`src/rtl/cpu_ctrl_pkg.sv`:
```
// -----------------------------------------------------------------------------
// cpu_ctrl_pkg: opcodes, ALU codes, states and strobe decode for the control unit. Rev 1.0
// -----------------------------------------------------------------------------
`default_nettype none

package cpu_ctrl_pkg;

   localparam logic [4:0] OP_LD   = 5'd0,  OP_LDI  = 5'd1,  OP_ST   = 5'd2,
                          OP_ADD  = 5'd3,  OP_SUB  = 5'd4,  OP_AND  = 5'd5,
                          OP_OR   = 5'd6,  OP_ROR  = 5'd7,  OP_ROL  = 5'd8,
                          OP_SHR  = 5'd9,  OP_SHL  = 5'd10, OP_ADDI = 5'd12,
                          OP_ANDI = 5'd13, OP_ORI  = 5'd14, OP_MUL  = 5'd15,
                          OP_DIV  = 5'd16, OP_NEG  = 5'd17, OP_NOT  = 5'd18,
                          OP_BR   = 5'd19, OP_JR   = 5'd20, OP_IN   = 5'd22,
                          OP_OUT  = 5'd23, OP_MFHI = 5'd24, OP_MFLO = 5'd25,
                          OP_NOP  = 5'd26, OP_HALT = 5'd27;

   localparam logic [3:0] ALU_AND = 4'd0, ALU_OR  = 4'd1, ALU_NOT = 4'd2,  ALU_NEG = 4'd3,
                          ALU_ADD = 4'd4, ALU_SUB = 4'd5, ALU_MUL = 4'd6,  ALU_DIV = 4'd7,
                          ALU_SHR = 4'd8, ALU_SHL = 4'd9, ALU_ROR = 4'd10, ALU_ROL = 4'd11;

   typedef enum logic [3:0] {
      S_IDLE = 4'd0, S_T0 = 4'd1, S_T1 = 4'd2, S_T2 = 4'd3, S_T3 = 4'd4,
      S_T4   = 4'd5, S_T5 = 4'd6, S_T6 = 4'd7, S_T7 = 4'd8, S_HALT = 4'd9
   } state_e;

   typedef struct packed {
      logic PCout, PCin, IncPC, MARin, MDRin, MDRout, MD_read, IRin, Yin;
      logic Zlowin, Zhighin, Zlowout, Zhighout, HIin, LOin, HIout, LOout;
      logic Gra, Grb, Grc, Rin, Rout, BAout, Csignout, CONin;
      logic InPortout, Out_Portin, Read, Write;
   } strobes_t;

   function automatic logic is_rtype(input logic [4:0] op);
      case (op)
         OP_ADD, OP_SUB, OP_AND, OP_OR, OP_SHR, OP_SHL,
         OP_ROR, OP_ROL, OP_NEG, OP_NOT: return 1'b1;
         default:                        return 1'b0;
      endcase
   endfunction

   function automatic logic is_itype(input logic [4:0] op);
      return (op == OP_ADDI) || (op == OP_ANDI) || (op == OP_ORI);
   endfunction

   function automatic logic is_muldiv(input logic [4:0] op);
      return (op == OP_MUL) || (op == OP_DIV);
   endfunction

   function automatic logic is_mem(input logic [4:0] op);
      return (op == OP_LD) || (op == OP_LDI) || (op == OP_ST);
   endfunction

   function automatic logic is_defined(input logic [4:0] op);
      return !((op == 5'd11) || (op == 5'd21) || (op > OP_HALT));
   endfunction

   function automatic logic [3:0] alu_code(input logic [4:0] op);
      case (op)
         OP_SUB:          return ALU_SUB;
         OP_AND, OP_ANDI: return ALU_AND;
         OP_OR,  OP_ORI:  return ALU_OR;
         OP_SHR:          return ALU_SHR;
         OP_SHL:          return ALU_SHL;
         OP_ROR:          return ALU_ROR;
         OP_ROL:          return ALU_ROL;
         OP_NEG:          return ALU_NEG;
         OP_NOT:          return ALU_NOT;
         OP_MUL:          return ALU_MUL;
         OP_DIV:          return ALU_DIV;
         default:         return ALU_ADD;
      endcase
   endfunction

   // Strobes of a state; the br T6 PC load is gated by CONFF outside this table.
   function automatic strobes_t state_strobes(input state_e s, input logic [4:0] op);
      strobes_t st;
      st = '0;
      case (s)
         S_T0: begin st.PCout = 1'b1; st.MARin = 1'b1; st.IncPC = 1'b1; st.Zlowin = 1'b1; end
         S_T1: begin
            st.Zlowout = 1'b1; st.PCin = 1'b1; st.Read = 1'b1; st.MD_read = 1'b1; st.MDRin = 1'b1;
         end
         S_T2: begin st.MDRout = 1'b1; st.IRin = 1'b1; end
         S_T3: begin
            if (is_rtype(op) || is_itype(op)) begin st.Grb = 1'b1; st.Rout = 1'b1; st.Yin = 1'b1; end
            else if (is_muldiv(op))           begin st.Gra = 1'b1; st.Rout = 1'b1; st.Yin = 1'b1; end
            else if (is_mem(op))              begin st.Grb = 1'b1; st.BAout = 1'b1; st.Yin = 1'b1; end
            else begin
               case (op)
                  OP_BR:   begin st.Gra = 1'b1; st.Rout = 1'b1; st.CONin = 1'b1; end
                  OP_JR:   begin st.Gra = 1'b1; st.Rout = 1'b1; st.PCin = 1'b1; end
                  OP_IN:   begin st.InPortout = 1'b1; st.Gra = 1'b1; st.Rin = 1'b1; end
                  OP_OUT:  begin st.Gra = 1'b1; st.Rout = 1'b1; st.Out_Portin = 1'b1; end
                  OP_MFHI: begin st.HIout = 1'b1; st.Gra = 1'b1; st.Rin = 1'b1; end
                  OP_MFLO: begin st.LOout = 1'b1; st.Gra = 1'b1; st.Rin = 1'b1; end
                  default: ;
               endcase
            end
         end
         S_T4: begin
            if (is_rtype(op))       begin st.Grc = 1'b1; st.Rout = 1'b1; st.Zlowin = 1'b1; end
            else if (is_itype(op) || is_mem(op)) begin st.Csignout = 1'b1; st.Zlowin = 1'b1; end
            else if (is_muldiv(op)) begin
               st.Grb = 1'b1; st.Rout = 1'b1; st.Zlowin = 1'b1; st.Zhighin = 1'b1;
            end
            else if (op == OP_BR)   begin st.PCout = 1'b1; st.Yin = 1'b1; end
         end
         S_T5: begin
            if (is_rtype(op) || is_itype(op) || op == OP_LDI) begin
               st.Zlowout = 1'b1; st.Gra = 1'b1; st.Rin = 1'b1;
            end
            else if (is_muldiv(op)) begin st.Zlowout = 1'b1; st.LOin = 1'b1; end
            else if (is_mem(op))    begin st.Zlowout = 1'b1; st.MARin = 1'b1; end
            else if (op == OP_BR)   begin st.Csignout = 1'b1; st.Zlowin = 1'b1; end
         end
         S_T6: begin
            if (is_muldiv(op))     begin st.Zhighout = 1'b1; st.HIin = 1'b1; end
            else if (op == OP_LD)  begin st.Read = 1'b1; st.MD_read = 1'b1; st.MDRin = 1'b1; end
            else if (op == OP_ST)  begin st.Gra = 1'b1; st.Rout = 1'b1; st.MDRin = 1'b1; end
         end
         S_T7: begin
            if (op == OP_LD)       begin st.MDRout = 1'b1; st.Gra = 1'b1; st.Rin = 1'b1; end
            else if (op == OP_ST)  st.Write = 1'b1;
         end
         default: ;
      endcase
      return st;
   endfunction

endpackage

`default_nettype wire

```
`src/rtl/control_sequencer_mem_wait_counter.sv`:
```
// -----------------------------------------------------------------------------
// mem_wait_counter: holds a memory T-state for MEM_WAIT cycles; done when count is 0. Rev 1.0
// -----------------------------------------------------------------------------
`default_nettype none

module mem_wait_counter #(
   parameter int MEM_WAIT = 1
) (
   input  logic clk_i,
   input  logic rst_ni,
   input  logic load_i,
   output logic done_o
);

   logic [2:0] cnt_q;

   always_ff @(posedge clk_i or negedge rst_ni) begin
      if (!rst_ni)             cnt_q <= 3'd0;
      else if (load_i)         cnt_q <= 3'(MEM_WAIT - 1);
      else if (cnt_q != 3'd0)  cnt_q <= cnt_q - 3'd1;
   end

   assign done_o = (cnt_q == 3'd0);

endmodule

`default_nettype wire

```
`src/rtl/control_sequencer.sv`:
```
// -----------------------------------------------------------------------------
// control_sequencer: hardwired fetch/decode/execute control unit for the bus datapath. Rev 1.0
// -----------------------------------------------------------------------------
`default_nettype none

module control_sequencer
   import cpu_ctrl_pkg::*;
#(
   parameter int MEM_WAIT = 1,
   parameter int OPW      = 5
) (
   input  logic        clock,
   input  logic        clear_n,
   input  logic        run,
   input  logic [31:0] ir,
   input  logic        CONFF,
   output logic PCout, PCin, IncPC, MARin, MDRin, MDRout, MD_read, IRin, Yin,
   output logic Zlowin, Zhighin, Zlowout, Zhighout, HIin, LOin, HIout, LOout,
   output logic Gra, Grb, Grc, Rin, Rout, BAout, Csignout, CONin,
   output logic InPortout, Out_Portin, Read, Write,
   output logic [3:0]  alu_op,
   output logic        halted,
   output logic        illegal
);

   state_e     state_q, state_d;
   logic [4:0] op_q;
   strobes_t   strb_q, w_strb;
   logic [3:0] alu_op_q;
   logic       halted_q, illegal_q, brt6_q;
   logic       w_last, w_load, w_done, w_br_take;
   logic [4:0] w_ir_op, w_op_dec;
   logic       w_unused_ir;

   assign w_ir_op     = 5'(ir[31 -: OPW]);
   assign w_unused_ir = ^ir[31-OPW:0];
   // The opcode is taken straight from ir on the edge into T3 and held afterwards.
   assign w_op_dec    = (state_q == S_T2) ? w_ir_op : op_q;

   assign w_load = (state_q == S_T0) || (state_q == S_T5 && op_q == OP_LD) ||
                   (state_q == S_T6 && op_q == OP_ST);

   mem_wait_counter #(.MEM_WAIT(MEM_WAIT)) u_mem_wait (
      .clk_i  (clock),
      .rst_ni (clear_n),
      .load_i (w_load),
      .done_o (w_done)
   );

   always_comb begin
      state_d = state_q;
      w_last  = 1'b0;
      case (state_q)
         S_IDLE: if (run) state_d = S_T0;
         S_T0:   state_d = S_T1;
         S_T1:   if (w_done) state_d = S_T2;
         S_T2:   state_d = S_T3;
         S_T3: begin
            if (op_q == OP_HALT) state_d = S_HALT;
            else if (is_rtype(op_q) || is_itype(op_q) || is_muldiv(op_q) ||
                     is_mem(op_q) || op_q == OP_BR) state_d = S_T4;
            else w_last = 1'b1;
         end
         S_T4:   state_d = S_T5;
         S_T5: begin
            if (is_rtype(op_q) || is_itype(op_q) || op_q == OP_LDI) w_last = 1'b1;
            else state_d = S_T6;
         end
         S_T6: begin
            if (op_q == OP_LD)      begin if (w_done) state_d = S_T7; end
            else if (op_q == OP_ST) state_d = S_T7;
            else                    w_last = 1'b1;
         end
         S_T7: begin
            if (op_q == OP_ST) begin if (w_done) w_last = 1'b1; end
            else               w_last = 1'b1;
         end
         S_HALT: state_d = S_HALT;
         default: state_d = S_IDLE;
      endcase
      if (w_last) state_d = run ? S_T0 : S_IDLE;
   end

   always_ff @(posedge clock or negedge clear_n) begin
      if (!clear_n) begin
         state_q   <= S_IDLE;
         op_q      <= OP_NOP;
         strb_q    <= '0;
         alu_op_q  <= ALU_ADD;
         halted_q  <= 1'b0;
         illegal_q <= 1'b0;
         brt6_q    <= 1'b0;
      end else begin
         state_q   <= state_d;
         if (state_q == S_T2) op_q <= w_ir_op;
         strb_q    <= state_strobes(state_d, w_op_dec);
         alu_op_q  <= (state_d == S_T4) ? alu_code(w_op_dec) : ALU_ADD;
         halted_q  <= (state_d == S_HALT);
         illegal_q <= (state_d == S_T3) && !is_defined(w_op_dec);
         brt6_q    <= (state_d == S_T6) && (w_op_dec == OP_BR);
      end
   end

   // The branch decision uses CONFF as seen during T6 itself.
   assign w_br_take = brt6_q & CONFF;

   always_comb begin
      w_strb         = strb_q;
      w_strb.Zlowout = strb_q.Zlowout | w_br_take;
      w_strb.PCin    = strb_q.PCin    | w_br_take;
   end

   assign {PCout, PCin, IncPC, MARin, MDRin, MDRout, MD_read, IRin, Yin,
           Zlowin, Zhighin, Zlowout, Zhighout, HIin, LOin, HIout, LOout,
           Gra, Grb, Grc, Rin, Rout, BAout, Csignout, CONin,
           InPortout, Out_Portin, Read, Write} = w_strb;

   assign alu_op  = alu_op_q;
   assign halted  = halted_q;
   assign illegal = illegal_q;

   a_one_bus_driver: assert property (@(posedge clock) disable iff (!clear_n)
      $onehot0({PCout, MDRout, Zlowout, Zhighout, HIout, LOout, Rout, BAout, Csignout, InPortout}));

endmodule

`default_nettype wire

```
`config.mk`:
```
export PLATFORM = sky130hd
export DESIGN_NAME = control_sequencer
export DESIGN_NICKNAME = d
export VERILOG_FILES = /design/src/rtl/cpu_ctrl_pkg.sv /design/src/rtl/control_sequencer_mem_wait_counter.sv /design/src/rtl/control_sequencer.sv
export SDC_FILE = /design/constraint.sdc
export NUM_CORES = 1
export LEC_CHECK = 0
export CORE_ASPECT_RATIO = 0.5
export CORE_UTILIZATION = 30
export DETAILED_ROUTE_END_ITERATION = 6
export PLACE_DENSITY = 0.64
export SLEW_MARGIN = 20
export SYNTH_ARGS = -nofsm -noshare
export SYNTH_HDL_FRONTEND = slang
export SYNTH_HIERARCHICAL = 1
export SYNTH_SLANG_ARGS = --single-unit
```
`constraint.sdc`:
```
create_clock -name clock -period 10.5 [get_ports clock]
set_input_delay 2.1 -clock clock [delete_from_list [all_inputs] [get_ports clock]]
set_output_delay 2.1 -clock clock [all_outputs]
set_load 0.02 [all_outputs]
```
# Yosys cells after proc, flatten, opt, wreduce, memory -nomap -nowiden
# Memory sizes are Yosys's and may differ from the RTL's.
# Cells that the tools add are included.
[word_totals] in_bits=36 out_inout_bits=35 ff_bits=47 wordCells=237 rom_bits=288 mem_count=6
[mem_list] name="(no name shown)" words=32 width=4 read_ports=1 rd_clocked_by_memory_dff=0 write_ports=0 line="cpu_ctrl_pkg.sv:59" text="case (op)"
[mem_list] name="(no name shown)" words=32 width=1 read_ports=1 rd_clocked_by_memory_dff=0 write_ports=0 line="cpu_ctrl_pkg.sv:35" text="case (op)"
[mem_list] name="(no name shown)" words=32 width=1 read_ports=1 rd_clocked_by_memory_dff=0 write_ports=0 line="cpu_ctrl_pkg.sv:35"
[mem_list] name="(no name shown)" words=32 width=1 read_ports=1 rd_clocked_by_memory_dff=0 write_ports=0 line="cpu_ctrl_pkg.sv:35"
[mem_list] name="(no name shown)" words=32 width=1 read_ports=1 rd_clocked_by_memory_dff=0 write_ports=0 line="cpu_ctrl_pkg.sv:35"
[mem_list] name="(no name shown)" words=32 width=1 read_ports=1 rd_clocked_by_memory_dff=0 write_ports=0 line="cpu_ctrl_pkg.sv:35"
[op_classes] mux=112 order_cmp=1 bitwise_logic=3 n_reduce_logical=37 addsub=1 eq_ne=42
[op_table] operator="1-bit 2-to-1 mux" count=72
[op_table] operator="5-bit equality test (second input constant)" count=11
[op_table] operator="5-bit by 4-bit equality test with 1-bit output (second input constant)" count=9
[op_table] operator="4-bit 2-to-1 mux" count=10
[op_table] operator="4-bit one-hot mux with 10 select lines" count=1
[op_table] operator="4-bit by 3-bit equality test with 1-bit output (second input constant)" count=8
[op_table] operator="1-bit logical OR" count=24
[op_table] operator="3-bit 2-to-1 mux" count=8
[op_table] operator="1-bit one-hot mux with 2 select lines" count=10
[op_table] operator="4-bit by 2-bit equality test with 1-bit output (second input constant)" count=4
[op_table] operator="4-bit equality test (second input constant)" count=4
[op_table] operator="5-bit by 1-bit equality test with 1-bit output (second input constant)" count=2
[op_table] operator="5-bit by 2-bit equality test with 1-bit output (second input constant)" count=2
[op_table] operator="5-bit logical NOT" count=2
[op_table] operator="2-bit 2-to-1 mux" count=5
[op_table] operator="1-bit one-hot mux with 3 select lines" count=3
[op_table] operator="4-bit by 1-bit equality test with 1-bit output (second input constant)" count=2
[op_table] operator="1-bit one-hot mux with 4 select lines" count=2
[op_table] operator="3-bit OR reduction" count=2
[op_table] operator="6-bit OR reduction" count=1
[op_table] operator="5-bit > comparator (second input constant)" count=1
[op_table] operator="5-bit 2-to-1 mux" count=1
[op_table] operator="1-bit logical AND" count=4
[op_table] operator="4-bit logical NOT" count=1
[op_table] operator="other kinds (6)" count=7

# Depth between registers and ports, before layout
[logic_depth] ltp_word=17 mapped_depth=14

# By module
# Netlist, hierarchy kept.
[by_module_without_submodules] module="control_sequencer" instances=1 cells_per_inst=305 area_each_um2=2778.9 seq_area_each_um2=1081.0
[by_module_without_submodules] module="mem_wait_counter" instances=1 cells_per_inst=16 area_each_um2=176.4 seq_area_each_um2=75.1

# Worst setup path before layout
# No wires, ideal clock.
[synth_timing] path_type="input to output" start="in CONFF" end="out PCin" required_ns=8.400 t_arrival_ns=2.302 n_path_buf=0 path_stages=1 setup_slack_ns=6.098 path_cell_list="a21o_1"
[synth_via] elab_chain_len=2
[synth_lines] item="start: declaration" line="control_sequencer.sv:16" text="input logic CONFF,"
[synth_lines] item="1-bit bitwise AND" line="control_sequencer.sv:105" text="assign w_br_take = brt6_q & CONFF;"
[synth_lines] item="1-bit bitwise OR" line="control_sequencer.sv:110" text="w_strb.PCin = strb_q.PCin | w_br_take;"
[synth_lines] item="end: declaration" line="control_sequencer.sv:17" text="output logic PCout, PCin, IncPC, MARin, MDRin, MDRout, MD_read, IRin, Yin,"
# No other way between the ends.

# Final worst setup path
[layout_timing] start="in CONFF" end="out Zlowout"
[layout_via] elab_chain_len=2
[layout_lines] item="1-bit bitwise AND" line="control_sequencer.sv:105"
[layout_lines] item="1-bit bitwise OR" line="control_sequencer.sv:109" text="w_strb.Zlowout = strb_q.Zlowout | w_br_take;"
[layout_lines] item="end: declaration" line="control_sequencer.sv:18" text="output logic Zlowin, Zhighin, Zlowout, Zhighout, HIin, LOin, HIout, LOout,"
# No other way between the ends.

==> results.yml <==
power_and_ir_drop:
  pwr-share-comb: 0.580
  intPower_mw: 0.589
  power_density_nw_per_um2: 309
  clkPwrFrac: 0.160
  p_leak_nw: 1.53
  ir_drop_mv: 0.0928
  switchingPower_mw: 0.525
  p_sw_frac: 0.471
  seqPwrFrac: 0.261
detailed_routing:
  vias_per_cell: 5.17
  antenna_left: 0
  wl_um: 7460
  drcViolationCount: 1
  drt_iter0_drc: 186
  num_vias: 2514
  dr.pass1.iters: 6
  wire_per_inst_um: 15.3
setup_path:
  cp_data_arrival_time_ns: 3.28
  criticalPathCategory: "input pin to output port"
  startpoint_type: "input pin"
  r2r_setup_slack_ns: 6.34
  crit_path_end_kind: "output port"
  crit_start: "CONFF"
  worst_r2r_endpoint: "Out_Portin"
  rr_worst_depth: 11
  crit_path_max_fanout: 2
  r2r-start: "state_q[1]"
  crit_end: "Zlowout"
  required_ns: 8.40
cells_and_area:
  area_growth_pct: 21.9
  drive_above_1_share: 0.0940
  regArea_um2: 1160
  fillers: 966
  insertedDiodeCount: 0
  instances_no_fill: 486
  final_net_count: 397
  multi_input_area_um2: 1620
  design_area_um2: 3600
clocking:
  cts_tree: "yes"
  clockBufferDepth: 2
  numCtsBuffers: 5
  post_cts_buffers: 0
  clock-root-buffer: "clkbuf_16"
  htree_levels: 2
  clk_latency_ns: 0.29
  clkTransAtPathRegs_ns: 0.06
  clock_sinks: 46
  post_cts_resized: 0
  ctsHoldBuffers: 0
die:
  die_h_um: 72.2
  core_area_um2: 9510
  ios: 71
  fp-row-count: 25
  die_area_um2: 10300
  initial_core_util: 0.311
  die_w_um: 142
logic_synthesis:
  synth.area.mux_share: 0.0495
  synth_area_um2: 2960
  ys_top_cells_by_area: "dfrtp_1, ha_1, dfstp_2, nand2_1, mux2i_1"
  ys_types: 65
  synthArstFlopShare: 1.00
  yosys_warnings: 6
  synth_compound_gate_area_share: 0.166
  yosysSeqAreaShare: 0.391
  synth_fa_ha_area_frac: 0.0466
  synth_top_area_frac: 0.356
  synth_seq_cells: 46
  synth_simple_gate_area_frac: 0.287
  netlist_instances: 321
  synth_top_family_by_area: "simple AND/OR/NAND/NOR gates"
  synth_top_flop_cell: "dfrtp_1"
  syn-num-nets: 368
  synth_commonest_cells: "dfrtp_1, nand2_1, nor2_1"
  synth_edf_count: 0
  synth_top_cell_by_area: "dfrtp_1"
  yosysMostFrequentCell: "dfrtp_1"
  avgSynthCellArea_um2: 9.21
  synthXorXnorAreaFrac: 0
sta:
  setup_tns_ns: 0
  final.min_clock_period_ns: 5.38
  worst_pin_slew_ns: 0.738
  slew_violations: 0
  setup_violations: 0
  relSlewSlack: 0.508
  grt_setup_unrepaired: "false"
  period_share: 0.512
  skew_ns: 0.00657
  setup_slack_ns: 5.12
  max_freq_mhz: 186
  hold_viol: 0
placement:
  placed_area_um2: 3430
  hpwlAfterDp_um: 5340
  dp_cells: 478
  routabilityCongestion: 0.876
  port_buffers: 43
  dp_worst_setup_slack_ns: 5.12
min_path:
  hp-class: "register to register"
global_routing:
  grt_max_degree: 47
  antenna_found_initial: 0
  grt_overflow: 0
  grt_pass1_wl_um: 12500
  track_usage: 0.155
  grt_pass1_vias: 2485
run_status:
  status: "finished with violations"
  violations: "design-rule violations"
job:
  maxCapViolCount: 0
-- sequential cells by signal, indices dropped and copies added (netlist names), 2 cells and up --
| name | flops |
|---|---|
| alu_op | 4 |
| strb_q | 2 |
| u_mem_wait/cnt_q | 3 |
| state_q | 4 |
| op_q | 5 |
-- cells in the final DEF (no fill, tap or decap), types with 3 or more instances in the layout --
cell and n:
a31oi_1 3, clkbuf_16 5, a21o_1 4, o21ai_0 16
ha_1 11, nand3_1 12, o22ai_1 4, mux2i_1 9
nand4bb_1 3, mux2_2 5, or3_1 6, nand2b_1 8
nand2_1 26, nor3_1 13, o221ai_1 3, a211oi_1 3
nor2b_1 11, o31ai_1 3, nand3b_1 5, nor4_1 7
nor2_1 21, dfrtp_1 42, dfstp_2 4, a21oi_1 16
inv_1 16, clkdlybuf4s50_1 42
-- metrics by stage --
stage,util,power (mW),hold WS [ns]
after floorplan,-,0.761,0.513
after global routing,0.379,1.19,0.575
after global placement,0.361,0.924,0.535
after detailed placement,0.361,0.929,0.540
after CTS,0.379,1.11,0.550
final,0.379,1.11,0.550
-- cell type report --
cell class              instances  share of cell area
flip-flops and latches         46               0.321
inverters                      16              0.0167
clock inverters                 2              0.0104
repair buffers                 43               0.119
clock buffers                   6              0.0358
multi-input cells             238               0.451
well taps                     135              0.0469
-- layer usage --
metal	vias to the layer above	share of wire	global-route usage	wire, um
li1	1219	-	-	-
met1	1215	0.48	0.207	3570
met2	70	0.45	0.253	3370
met3	10	0.057	0.0350	422
met4	0	0.013	0.0466	94
met5	-	0	0	0
-- critical path: stages --
cell             delay (ns)
clkdlybuf4s50_1        0.48
a21o_1                 0.11
clkdlybuf4s50_1        0.59
-- how the worst min path moves through the flow --
stage / from / to / slack [ns] / cells past startpoint
detailed placement: u_mem_wait/cnt_q[1] / u_mem_wait/cnt_q[1] / 0.54 / 2
finish: u_mem_wait/cnt_q[1] / u_mem_wait/cnt_q[1] / 0.55 / 2
global placement: u_mem_wait/cnt_q[1] / u_mem_wait/cnt_q[1] / 0.53 / 2
global route: u_mem_wait/cnt_q[1] / u_mem_wait/cnt_q[1] / 0.58 / 2
floorplan: u_mem_wait/cnt_q[1] / u_mem_wait/cnt_q[1] / 0.51 / 2
CTS: u_mem_wait/cnt_q[1] / u_mem_wait/cnt_q[1] / 0.55 / 2
-- power by group through the flow --
stage | registers [mW] | logic, mW | clock network [mW]
finish | 0.290 | 0.646 | 0.178
global route | 0.298 | 0.704 | 0.188
CTS | 0.289 | 0.642 | 0.181
detailed placement | 0.291 | 0.638 | 0
global placement | 0.291 | 0.634 | 0
floorplan | 0.279 | 0.481 | 0
-- kinds of logic after synthesis --
family,Yosys count
simple gates,140
fa+ha+maj,11
mux,14
compound gates,73
flops,46
buf+inv,37
Note: power is estimated with default switching activity, not from simulation.
